===== config.mk =====
export PLATFORM = sky130hd
export DESIGN_NAME = rv_mc_seq_flat
export DESIGN_NICKNAME = d
export VERILOG_FILES = /design/src/rtl/rv_mc_seq_pkg.sv /design/src/rtl/rv_mc_seq_if.sv /design/src/rtl/rv_mc_seq_timer.sv /design/src/rtl/rv_mc_seq.sv /design/src/flat_wrapper.sv
export SDC_FILE = /design/constraint.sdc
export NUM_CORES = 1
export LEC_CHECK = 0
export ABC_CLOCK_PERIOD_IN_PS = 2300
export BUFFER_PORTS_ARGS = -buffer_cell sky130_fd_sc_hd__clkbuf_2
export CAP_MARGIN = 10
export CELL_PAD_IN_SITES_DETAIL_PLACEMENT = 0
export CELL_PAD_IN_SITES_GLOBAL_PLACEMENT = 2
export CORE_MARGIN = 5
export CORE_UTILIZATION = 34
export CTS_CLUSTER_DIAMETER = 50
export DETAILED_ROUTE_END_ITERATION = 10
export PLACE_DENSITY = 0.86
export RECOVER_POWER = 50
export SLEW_MARGIN = 5
export SYNTH_ARGS = -nofsm -noshare
export SYNTH_HDL_FRONTEND = slang
export SYNTH_SLANG_ARGS = --single-unit

===== constraint.sdc =====
create_clock -name clk -period 2.3 [get_ports clk]
set_input_delay 0.345 -clock clk [delete_from_list [all_inputs] [get_ports clk]]
set_output_delay 0.345 -clock clk [all_outputs]
set_load 0.02 [all_outputs]

===== src/rtl/rv_mc_seq_pkg.sv =====
// Shared definitions for the multi-cycle RV32I sequencer: opcodes, state
// encoding, writeback-select and trap-cause codes, and opcode classifiers.
package rv_mc_seq_pkg;

  localparam logic [6:0] OPC_R      = 7'b0110011;
  localparam logic [6:0] OPC_I      = 7'b0010011;
  localparam logic [6:0] OPC_LOAD   = 7'b0000011;
  localparam logic [6:0] OPC_STORE  = 7'b0100011;
  localparam logic [6:0] OPC_BRANCH = 7'b1100011;
  localparam logic [6:0] OPC_JAL    = 7'b1101111;

  typedef enum logic [2:0] {
    ST_IDLE   = 3'd0,
    ST_FETCH  = 3'd1,
    ST_DECODE = 3'd2,
    ST_EXEC   = 3'd3,
    ST_MEM    = 3'd4,
    ST_WB     = 3'd5,
    ST_TRAP   = 3'd6
  } state_t;

  typedef enum logic [1:0] {
    WB_ALU = 2'b00,
    WB_MEM = 2'b01,
    WB_PC4 = 2'b10
  } wb_sel_t;

  typedef enum logic [1:0] {
    CAUSE_NONE    = 2'b00,
    CAUSE_TIMEOUT = 2'b01,
    CAUSE_ILLEGAL = 2'b10
  } trap_cause_t;

  // Opcodes this core can execute; anything else traps in DECODE.
  function automatic logic is_legal_opc(input logic [6:0] opc);
    return (opc == OPC_R)     || (opc == OPC_I)      || (opc == OPC_LOAD) ||
           (opc == OPC_STORE) || (opc == OPC_BRANCH) || (opc == OPC_JAL);
  endfunction

  // Instruction classes whose ALU second operand is the immediate.
  function automatic logic uses_imm(input logic [6:0] opc);
    return (opc == OPC_I) || (opc == OPC_LOAD) || (opc == OPC_STORE);
  endfunction

endpackage


===== src/rtl/rv_mc_seq_if.sv =====
// Single shared instruction/data memory port between sequencer and memory.
interface rv_mc_seq_if;
  logic mem_req_o;  // request held until ack or timeout
  logic mem_we_o;   // 1 = store
  logic mem_sel_o;  // 0 = PC address, 1 = ALU result address
  logic mem_ack_i;  // one-cycle completion pulse

  modport master (output mem_req_o, output mem_we_o, output mem_sel_o,
                  input  mem_ack_i);
  modport slave  (input  mem_req_o, input  mem_we_o, input  mem_sel_o,
                  output mem_ack_i);
endinterface


===== src/rtl/rv_mc_seq_timer.sv =====
// Memory-wait watchdog: counts consecutive un-acked request cycles and flags
// the last allowed one. Counter returns to zero whenever no wait is pending,
// so every FETCH/MEM entry starts from a clean count.
module rv_mc_seq_timer #(
  parameter int unsigned LIMIT = 16  // >= 2
) (
  input  logic clk,
  input  logic rstn,
  input  logic run_i,     // request outstanding and not acked this cycle
  output logic expire_o   // this is the LIMIT-th un-acked cycle
);

  localparam int unsigned   W    = $clog2(LIMIT);
  localparam logic [W-1:0]  LAST = W'(LIMIT - 1);

  logic [W-1:0] cnt_q, cnt_d;

  // Next count: clear when idle, otherwise saturate at LAST.
  always_comb begin
    // NOTE: default first so every path assigns cnt_d and no latch is inferred.
    cnt_d = '0;
    if (run_i) begin
      cnt_d = (cnt_q == LAST) ? cnt_q : cnt_q + W'(1);
    end
  end

  // Count register.
  always_ff @(posedge clk or negedge rstn) begin
    // NOTE: non-blocking updates keep all flops sampling pre-edge values.
    if (!rstn) cnt_q <= '0;
    else       cnt_q <= cnt_d;
  end

  assign expire_o = run_i && (cnt_q == LAST);

endmodule


===== src/rtl/rv_mc_seq.sv =====
// Multi-cycle RV32I sequencer: FETCH -> DECODE -> EXEC -> MEM -> WB over one
// shared memory port, with memory timeout and illegal-opcode traps and a
// retired-instruction counter. Strobes are decoded combinationally from the
// registered state so the IR load can coincide with the fetch ack.
module rv_mc_seq
  import rv_mc_seq_pkg::*;
#(
  parameter int unsigned MEM_TIMEOUT = 16,  // >= 2
  parameter int unsigned CNT_W       = 32
) (
  input  logic             clk,
  input  logic             rstn,
  rv_mc_seq_if.master      mem,
  input  logic [6:0]       opcode_i,
  input  logic             branch_taken_i,
  output logic             ir_we_o,
  output logic             pc_we_o,
  output logic             pc_src_o,
  output logic             alu_src_o,
  output logic             reg_write_o,
  output logic [1:0]       wb_sel_o,
  output logic             trap_o,
  output logic [1:0]       trap_cause_o,
  output logic [CNT_W-1:0] instret_o
);

  state_t           state_q;
  logic [6:0]       opc_q;
  trap_cause_t      cause_q;
  logic [CNT_W-1:0] instret_q;
  logic             tmo_expire;

  rv_mc_seq_timer #(.LIMIT(MEM_TIMEOUT)) u_timer (
    .clk      (clk),
    .rstn     (rstn),
    .run_i    (mem.mem_req_o && !mem.mem_ack_i),
    .expire_o (tmo_expire)
  );

  // Sequencer state, latched opcode and trap cause.
  always_ff @(posedge clk or negedge rstn) begin
    if (!rstn) begin
      state_q <= ST_IDLE;
      opc_q   <= '0;
      cause_q <= CAUSE_NONE;
    end else begin
      unique case (state_q)
        ST_IDLE:   state_q <= ST_FETCH;
        ST_FETCH: begin
          if (mem.mem_ack_i) begin
            state_q <= ST_DECODE;
          end else if (tmo_expire) begin
            state_q <= ST_TRAP;
            cause_q <= CAUSE_TIMEOUT;
          end
        end
        ST_DECODE: begin
          opc_q <= opcode_i;
          if (is_legal_opc(opcode_i)) begin
            state_q <= ST_EXEC;
          end else begin
            state_q <= ST_TRAP;
            cause_q <= CAUSE_ILLEGAL;
          end
        end
        ST_EXEC: begin
          if (opc_q == OPC_BRANCH)                           state_q <= ST_FETCH;
          else if (opc_q == OPC_LOAD || opc_q == OPC_STORE)  state_q <= ST_MEM;
          else                                               state_q <= ST_WB;
        end
        ST_MEM: begin
          if (mem.mem_ack_i) begin
            state_q <= (opc_q == OPC_LOAD) ? ST_WB : ST_FETCH;
          end else if (tmo_expire) begin
            state_q <= ST_TRAP;
            cause_q <= CAUSE_TIMEOUT;
          end
        end
        ST_WB:     state_q <= ST_FETCH;
        ST_TRAP:   state_q <= ST_TRAP;
        default:   state_q <= ST_IDLE;
      endcase
    end
  end

  // Retired-instruction counter: one per PC update, wraps naturally.
  always_ff @(posedge clk or negedge rstn) begin
    if (!rstn)        instret_q <= '0;
    else if (pc_we_o) instret_q <= instret_q + CNT_W'(1);
  end

  // Per-state datapath strobes.
  always_comb begin
    mem.mem_req_o = 1'b0;
    mem.mem_we_o  = 1'b0;
    mem.mem_sel_o = 1'b0;
    ir_we_o       = 1'b0;
    pc_we_o       = 1'b0;
    pc_src_o      = 1'b0;
    alu_src_o     = 1'b0;
    reg_write_o   = 1'b0;
    wb_sel_o      = WB_ALU;
    trap_o        = 1'b0;
    unique case (state_q)
      ST_FETCH: begin
        mem.mem_req_o = 1'b1;
        ir_we_o       = mem.mem_ack_i;
      end
      ST_EXEC: begin
        alu_src_o = uses_imm(opc_q);
        if (opc_q == OPC_BRANCH) begin
          pc_we_o  = 1'b1;
          pc_src_o = branch_taken_i;
        end
      end
      ST_MEM: begin
        mem.mem_req_o = 1'b1;
        mem.mem_sel_o = 1'b1;
        mem.mem_we_o  = (opc_q == OPC_STORE);
        alu_src_o     = 1'b1;
        // A store retires straight from MEM once the write completes.
        if (opc_q == OPC_STORE) pc_we_o = mem.mem_ack_i;
      end
      ST_WB: begin
        reg_write_o = 1'b1;
        if (opc_q == OPC_LOAD)     wb_sel_o = WB_MEM;
        else if (opc_q == OPC_JAL) wb_sel_o = WB_PC4;
        pc_we_o  = 1'b1;
        pc_src_o = (opc_q == OPC_JAL);
      end
      ST_TRAP:  trap_o = 1'b1;
      default: ;
    endcase
  end

  assign trap_cause_o = cause_q;
  assign instret_o    = instret_q;

endmodule


===== src/flat_wrapper.sv =====
// flat-port wrapper written by rule: the top's interface ports become plain ports
module rv_mc_seq_flat import rv_mc_seq_pkg::*;
#(
  parameter int unsigned MEM_TIMEOUT = 16,         
  parameter int unsigned CNT_W       = 32
)
  (clk, rstn, opcode_i, branch_taken_i, ir_we_o, pc_we_o, pc_src_o, alu_src_o, reg_write_o, wb_sel_o, trap_o, trap_cause_o, instret_o, mem_mem_req_o, mem_mem_we_o, mem_mem_sel_o, mem_mem_ack_i);
  rv_mc_seq_if mem_i ();
  input  logic clk;
  input  logic rstn;
  input  logic [6:0] opcode_i;
  input  logic branch_taken_i;
  output logic ir_we_o;
  output logic pc_we_o;
  output logic pc_src_o;
  output logic alu_src_o;
  output logic reg_write_o;
  output logic [1:0] wb_sel_o;
  output logic trap_o;
  output logic [1:0] trap_cause_o;
  output logic [CNT_W-1:0] instret_o;
  output wire logic [$bits(mem_i.mem_req_o)-1:0] mem_mem_req_o;
  output wire logic [$bits(mem_i.mem_we_o)-1:0] mem_mem_we_o;
  output wire logic [$bits(mem_i.mem_sel_o)-1:0] mem_mem_sel_o;
  input wire logic [$bits(mem_i.mem_ack_i)-1:0] mem_mem_ack_i;
  assign mem_mem_req_o = mem_i.mem_req_o;
  assign mem_mem_we_o = mem_i.mem_we_o;
  assign mem_mem_sel_o = mem_i.mem_sel_o;
  assign mem_i.mem_ack_i = mem_mem_ack_i;
  rv_mc_seq #(.MEM_TIMEOUT(MEM_TIMEOUT), .CNT_W(CNT_W)) u_core (.clk(clk), .rstn(rstn), .mem(mem_i), .opcode_i(opcode_i), .branch_taken_i(branch_taken_i), .ir_we_o(ir_we_o), .pc_we_o(pc_we_o), .pc_src_o(pc_src_o), .alu_src_o(alu_src_o), .reg_write_o(reg_write_o), .wb_sel_o(wb_sel_o), .trap_o(trap_o), .trap_cause_o(trap_cause_o), .instret_o(instret_o));
endmodule

* Word level (Yosys, flattened, before mapping)
Index checks and enable logic that the tools add are counted.
Storage, ports and cells: flip-flop bits (word level) 48, logic and storage cells 74
Operators by class: eq/ne operators 22, reduce and logical (&&, ||, !) cells 16, multiplexer cells 29, $add $sub $neg 2
Operators by type and width (count):
- $add A32 B1 Y32 const B | 1
- $eq A7 B7 Y1 const B | 4
- $eq A7 B6 Y1 const B | 3
- $mux W3 | 6
- $pmux W3 S6 | 1
- $eq A7 B2 Y1 const B | 2
- $eq A7 B5 Y1 const B | 2
- $mux W2 | 6
- $mux W1 | 10
- $eq A3 B3 Y1 const B | 3
- $logic_or A1 B1 Y1 | 8
- $mux W4 | 2
- $eq A3 B2 Y1 const B | 2
- $ne A2 B2 Y1 const B | 3
- $add A4 B1 Y4 const B | 1
- $eq A4 B4 Y1 const B | 1
- $pmux W1 S2 | 2
- $pmux W2 S2 | 1
- $reduce_and A4 Y1 | 1
- $reduce_or A2 Y1 | 2
- $eq A3 B1 Y1 const B | 1
- $logic_not A3 Y1 | 1
- $pmux W1 S3 | 1
- $logic_and A1 B1 Y1 | 2
- other kinds (3) | 3

* Logic depth before layout (Yosys ltp)
Gate-level depths: netlist of the first run.
word-level depth 8, gate-level depth with buffers 7

* Hierarchy
From an unflattened synthesis of the first run, not the netlist that was laid out.
Unflattened totals: cell total of the unflattened synthesis 239, area, all modules 2536.2 sq um
By module, submodules not included:
- rv_mc_seq | cells an instance 219, area each 2323.5 sq um, instances 1
- rv_mc_seq_timer | cells an instance 20, area each 212.7 sq um, instances 1

* Least setup slack after synthesis of the first run
Ideal clock, no wire load.
path kind reg-to-reg, start point register u_core.instret_q[0] (netlist: u_core.instret_o[0]), end point register u_core.instret_q[20] (netlist: u_core.instret_o[20]), data arrival time 1.792 ns, setup slack 0.377 ns, data required time 2.169 ns, cell stages (with the launch flop) 7, buffers on the path 0, clock period less this slack 1.923 ns, cell sequence dfrtp_1 > ha_1 > nand2_1 > or4_4 > nor2_2 > nand4_1 > xnor2_1
On the way: longest elaborated chain between the ends 1
Ends and longest elaborated chain:
- start, declared | RTL line rv_mc_seq.sv:30 | logic [CNT_W-1:0] instret_q;
- start signal, assigned | RTL line rv_mc_seq.sv:89 | else if (pc_we_o) instret_q <= instret_q + CNT_W'(1);
- $add A32 B1 Y32 | RTL line rv_mc_seq.sv:89
Every way passes these cells. A chain may end at the register's enable or synchronous reset.

* Worst setup path in the final report of the first run
start point register u_core.state_q[1], end point output pc_we_o
On the way: longest elaborated chain between the ends 2, elaborated cells on any way between the ends 4, those cells by class 3 x eq/ne; 1 x mux
Ends and longest elaborated chain:
- start, declared | RTL line rv_mc_seq.sv:27 | state_t state_q;
- start signal, assigned | RTL line rv_mc_seq.sv:73 | state_q <= (opc_q == OPC_LOAD) ? ST_WB : ST_FETCH;
- $eq A3 B3 Y1 or $eq A3 B2 Y1 (tied branches) | RTL line rv_mc_seq.sv:104 | unique case (state_q)
- $pmux W1 S3 * | RTL line rv_mc_seq.sv:104
- end, declared | RTL line flat_wrapper.sv:14 | output logic pc_we_o;
Every way passes the cells marked *; elsewhere a longest branch is shown, timed or not.

==> results of run 1 <==
critical path, delay by kind of cell, from the launching register on:
family | cells | cell delay [ns]
compound gates | 1 | 0.08
simple gates | 2 | 0.55
flops | 1 | 0.47
buf+inv | 2 | 0.34
flip-flops by register name, indices dropped and copies added, names as in the netlist:
| register | flops |
|---|---|
| u_core.instret_o | 32 |
| u_core.u_timer.cnt_q | 4 |
| u_core.trap_cause_o | 2 |
| u_core.state_q | 3 |
| u_core.opc_q | 7 |
how the worst max path moves through the flow:
stage | from | end | depth (start not counted)
2_1_floorplan | u_core.instret_o[0]$_DFFE_PN0P_ | u_core.instret_o[20]$_DFFE_PN0P_ | 6
3_3_place_gp | u_core.instret_o[1]$_DFFE_PN0P_ | u_core.instret_o[26]$_DFFE_PN0P_ | 6
3_5_place_dp | u_core.instret_o[1]$_DFFE_PN0P_ | u_core.instret_o[20]$_DFFE_PN0P_ | 6
4_1_cts | u_core.state_q[1]$_DFF_PN0_ | pc_we_o | 5
5_1_grt | u_core.state_q[1]$_DFF_PN0_ | pc_we_o | 5
6_report | u_core.state_q[1]$_DFF_PN0_ | pc_we_o | 5
cell type report:
cell class              instances  area [sq um]  share of cell area
flip-flops and latches         48          1201              0.4222
multi-input cells             165          1139              0.4002
repair buffers                 59         274.0             0.09631
well taps                      96         120.1             0.04222
clock buffers                   6         72.57             0.02551
clock inverters                 2         35.03             0.01231
inverters                       1         3.754            0.001319
metrics by stage:
step | utilization | cell area, sq um
final | 0.4188 | 2845
after global placement | 0.4094 | 2781
after detailed placement | 0.4094 | 2781
after CTS | 0.4252 | 2889
after floorplan | - | 2377
after global routing | 0.4188 | 2845
routing by layer:
| layer | vias up | GRT usage |
|---|---|---|
| met5 | - | 0 |
| li1 | 902 | - |
| met1 | 902 | 0.1750 |
| met2 | 37 | 0.2174 |
| met3 | 5 | 0.02896 |
| met4 | 0 | 0.04693 |
logic make-up after synthesis:
kind of cell / Yosys count / share of synthesized area
AO/OA/AOI/OAI: 17 / 0.05316
XOR/XNOR: 32 / 0.1179
adder cells (fa/ha/maj): 2 / 0.01052
buffers and inverters: 6 / 0.01578
flip-flops: 48 / 0.5053
multiplexers: 8 / 0.03737
AND/OR/NAND/NOR: 106 / 0.2600
power groups by stage:
| stage | registers [mW] | logic, mW | clock network [mW] |
|---|---|---|---|
| floorplan | 1.16 | 0.443 | 0 |
| global placement | 1.16 | 0.674 | 0 |
| detailed placement | 1.16 | 0.678 | 0 |
| CTS | 1.15 | 0.683 | 0.629 |
| global route | 1.17 | 0.734 | 0.660 |
| finish | 1.15 | 0.660 | 0.610 |
cells in the mapped netlist (all sizes together) (2+ instances only):
cell    number
a21oi        4
a31oi        2
and2         6
and3         6
and4         2
buf          4
dfrtp       48
ha           2
mux2         7
nand2       16
nand2b       4
nand3       12
nand3b       3
nand4       13
nand4b       2
nor2        20
nor2b        2
nor3         8
nor3b        3
or4          2
xnor2       22
xor2        10
==> impl_metrics.toml, run 1 <==
[run_status]
status = "complete, no violations"

[clock_network]
cts_buffer_depth = 2
post_cts_resized = 0
clock_sinks = 48
postCtsSetupBuffers = 0
numCtsBuffers = 5
root_buffer = "clkbuf_8"
cts_hold_buf = 0
cts_tree = "done"
clkTransAtPathRegs_ns = 0.09
cts-htree-levels = 2
clk_latency_ns = 0.30

[layout]
final_cell_mix = "dfrtp_1, clkbuf_2, clkbuf_1"
fill_cells = 703
diodes = 0
drive_gt1_frac = 0.2064
nets = 293
instances_no_fill = 377
area_delta_synth_final_pct = 19.68
final_common_cell = "dfrtp_1"

[sta]
hold_viol = 0
clock_skew_ns = 0.007963
fin_crit_sh = 0.9075
slew_viol_final = 0
fmax_ghz = 0.4791
tightest_slew_ns = 1.402
setup_viol = 0
tns_ns = 0
finalCriticalPeriod_ns = 2.087
postLayoutSetupSlackWorst_ns = 0.2127
rsz0062_at_grt = "false"
max_slew_margin = 0.06534
timing.hold.ws_ns = 0.3052

[route]
drc_errors = 0
wl_met1_microns = 2553
drtAntennaViolNets = 0
wl_per_cell_microns = 14.70
dr.first_iter.drc_count = 66
drt-total-wl_microns = 5543
wl_met2_microns = 2638
viasPerCell = 4.897
wl_met3_microns = 270
via_count = 1846
top_layer = "met4"
first_pass_iters = 4

[die]
fp.dieW_microns = 93.62
placementRows = 30
fp.dieArea_sq_um = 8765
die_h_microns = 93.62
pin_count = 56
core_area_sq_um = 6794
start_util = 0.3499

[power]
p_total_mw = 2.419
p_clk_frac = 0.252
p_sw_frac = 0.3487
seqPwrFrac = 0.475
leakage_nw = 1.327
combinationalPowerShare = 0.273
peakVddDrop_uv = 312.6
p_int_mw = 1.575
powerDensity_nw_per_um2 = 850.0
switching_power_mw = 0.8433

[synthesis]
synth_ff_type = "dfrtp_1"
syn_area_sq_um = 2377
synth_area_per_cell_sq_um = 10.86
synth_edf_count = 0
synth.distinct_cells = 49
synth_cells = 219
syn-num-nets = 232
synth_top_area_frac = 0.5053
synthArstFlopShare = 1.000
ys_ff_latch = 48
yosysSeqAreaShare = 0.5053
yosysWarningCount = 0
synthTopCellsByArea = "dfrtp_1, xnor2_1, xor2_1"
yosysTopAreaCell = "dfrtp_1"

[place]
finalWeightedCongestion = 0.7702
dp_hpwl_microns = 4122
dp_slack_ns = 0.3381
place_inst = 369
io_buffers = 55

[hold_path]
hold_path_depth = 2
hold_path.class = "input pin to register"
min_to = "u_core.opc_q[1]$_DFFE_PN0P_"
min_from = "opcode_i[1]"

[global_route]
grt_pass1_wl_microns = 9266
antenna_found_initial = 0
grt_start_max_net_pins = 26
track_usage = 0.1335
grt_pass1_vias = 1868
overflow = 0

[setup_path]
cp_cell_sequence = "nor4bb_1 > and4bb_1 > a221oi_2 > inv_2 > clkbuf_2"
rr_endpoint = "u_core.instret_o[20]$_DFFE_PN0P_"
worst_setup_path_end_kind = "output port"
cp_max_fo = 9
cp-start-kind = "register"
reg2reg_from = "u_core.instret_o[1]$_DFFE_PN0P_"
arrival_ns = 1.74
path_class = "register to output port"
max_stage_delay_ns = 0.47
crit_path_top_delay_cell = "dfrtp_1"
critical_path_required_ns = 1.96
rrSetupSlack_ns = 0.35
rr_worst_depth = 6

[job]
drv_cap = 0
(Power assumes the default switching activity.)
==> inputs of run 2 (changes only) <==
- ABC_AREA: not set -> 1
- CORE_UTILIZATION: 34 -> 30
- PLACE_DENSITY: 0.86 -> 0.85
==> impl_metrics.toml, run 2 <==
[run_status]
status = "complete, no violations"

[setup_path]
rrSetupSlack_ns = 0.47
worst_setup_path_end_kind = "output port"
cp-start-kind = "register"
path_class = "register to output port"
critical_path_required_ns = 1.96
cp_max_fo = 28
arrival_ns = 1.79

[die]
placementRows = 37
start_util = 0.3029
die_h_microns = 111.4
fp.dieW_microns = 111.4
pin_count = 56
fp.dieArea_sq_um = 12410
core_area_sq_um = 10180

[global_route]
overflow = 0
grt_pass1_wl_microns = 14850
grt_pass1_vias = 3030
track_usage = 0.1443
antenna_found_initial = 0
grt_start_max_net_pins = 49

[synthesis]
yosysSeqAreaShare = 0.3893
synth_xor_area_frac = 0.02271
synth.most_common_cell = "nand2_1"
synth_area_per_cell_sq_um = 6.635
synth_cells = 465
synthArstFlopShare = 1.000
synthTopCellsByArea = "dfrtp_1, nand2_1, nor2_1"
yosysWarningCount = 0
synth_ff_type = "dfrtp_1"
synth_edf_count = 0
ys_ff_latch = 48
post_synth_mux_area_share = 0
synth_top_family_by_area = "simple AND/OR/NAND/NOR gates"
syn-num-nets = 478
yosysTopAreaCell = "dfrtp_1"
synthTopCellsByCount = "nand2_1, nor2_1, dfrtp_1, inv_1, nand3_1"
synth_top_area_frac = 0.3893
synthAdderAreaFrac = 0.008110
synth-compound-area-share = 0.03852
syn_area_sq_um = 3085
synth.distinct_cells = 24
synth-simple-area-share = 0.4582

[clock_network]
root_buffer = "clkbuf_8"
clk_latency_ns = 0.30
clock_sinks = 48
cts_buffer_depth = 2
numCtsBuffers = 5
cts_tree = "done"
cts-htree-levels = 2
post_cts_resized = 0
cts_hold_buf = 0
clkTransAtPathRegs_ns = 0.09
postCtsSetupBuffers = 0

[power]
seqPwrFrac = 0.454
peakVddDrop_uv = 366.5
powerDensity_nw_per_um2 = 696.3
combinationalPowerShare = 0.328
p_sw_frac = 0.4087
switching_power_mw = 1.013
p_int_mw = 1.465
leakage_nw = 1.736
p_clk_frac = 0.218

[sta]
finalCriticalPeriod_ns = 2.134
slew_viol_final = 0
setup_viol = 0
fmax_ghz = 0.4686
max_slew_margin = 0.1600
rsz0062_at_grt = "true"
tightest_slew_ns = 1.260
tns_ns = 0
clock_skew_ns = 0.004437
hold_viol = 0
fin_crit_sh = 0.9279

[layout]
nets = 535
instances_no_fill = 659
fin_util = 0.3495
final_common_cell = "nand2_1"
final_cell_mix = "nand2_1, nor2_1, dfrtp_1"
area_delta_synth_final_pct = 15.37
fill_cells = 1166
diodes = 0
largest_reg_flops = 32
drive_gt1_frac = 0.1090

[place]
dp_hpwl_microns = 6717
io_buffers = 55
finalWeightedCongestion = 0.7987
place_inst = 651

[route]
drc_errors = 0
via_count = 3069
wl_met2_microns = 4266
viasPerCell = 4.657
top_layer = "met4"
wl_per_cell_microns = 13.19
wl_met3_microns = 371
first_pass_iters = 4
drt-total-wl_microns = 8693
drtAntennaViolNets = 0
wl_met1_microns = 3982
dr.first_iter.drc_count = 131

[hold_path]
hold_path.class = "input pin to register"

[job]
drv_cap = 0
run 2: cell types whose count changed in the layout (fill, tap and decap cells not counted), sizes merged, moves of 7 or more:
cell / delta
nor2: +44
nand4: +10
nand3b: +7
inv: +44
o21ai: +14
nand2: +179
xnor2: -22
mux2: -7
nand3: +19
run 2: worst max-delay path, cell delays in order (launching register included):
cell	delay [ns]
dfrtp_1	0.40
inv_1	0.19
nand3_4	0.14
nor2_2	0.12
nand2_1	0.11
nand3_4	0.28
clkbuf_2	0.24
run 2: metal layers:
metal  global-route usage  vias to the layer above
met4              0.02676                        0
met3              0.03207                        7
met5                    0                        -
li1                     -                     1601
met1               0.1864                     1411
met2               0.2505                       50
run 2: worst paths after layout:
kind / from / endpoint / depth (start not counted)
hold / removal: opcode_i[0] / u_core.opc_q[0]$_DFFE_PN0P_ / 3
max in group asynchronous: rstn / u_core.instret_o[4]$_DFFE_PN0P_ / 2
setup reg to reg: u_core.state_q[1]$_DFF_PN0_ / u_core.instret_o[18]$_DFFE_PN0P_ / 9
setup / recovery: u_core.state_q[1]$_DFF_PN0_ / pc_we_o / 6
hold reg to reg: u_core.trap_cause_o[1]$_DFFE_PN0P_ / u_core.trap_cause_o[1]$_DFFE_PN0P_ / 2
min in group asynchronous: rstn / u_core.instret_o[1]$_DFFE_PN0P_ / 2
run 2: area by class of cell:
| class | instances | area, sq um | area share |
|---|---|---|---|
| sequential | 48 | 1201 | 0.3374 |
| clock inverter | 1 | 7.507 | 0.002109 |
| timing repair buffer | 61 | 290.3 | 0.08155 |
| tap | 136 | 170.2 | 0.04780 |
| inverter | 45 | 168.9 | 0.04745 |
| multi-input combinational | 361 | 1635 | 0.4594 |
| clock buffer | 7 | 86.33 | 0.02425 |
run 2: cell families (layout without fill, tap and decap cells):
group / Yosys count / count (layout)
fa+ha+maj: 2 / 2
simple gates: 330 / 330
compound gates: 21 / 21
buf+inv: 56 / 114
flops: 48 / 48
xor+xnor: 8 / 8
run 2: power groups by stage:
stage | clock, mW | combinational, mW | sequential, mW
after global routing | 0.596 | 0.918 | 1.15
after detailed placement | 0 | 0.830 | 1.14
final | 0.540 | 0.813 | 1.13
after CTS | 0.567 | 0.832 | 1.12
after floorplan | 0 | 0.554 | 1.16
after global placement | 0 | 0.816 | 1.13
run 2: metrics by stage:
step / hold slack, ns / worst slack, ns / total power [mW] / instance area, sq um
2_1_floorplan: 0.04941 / 0.3311 / 1.717 / 3085
3_3_place_gp: 0.4569 / 0.4567 / 1.944 / 3488
3_5_place_dp: 0.4655 / 0.4429 / 1.971 / 3488
4_1_cts: 0.1722 / 0.09603 / 2.524 / 3582
5_1_grt: 0.2582 / -0.0005964 / 2.667 / 3560
6_report: 0.2579 / 0.1659 / 2.478 / 3560
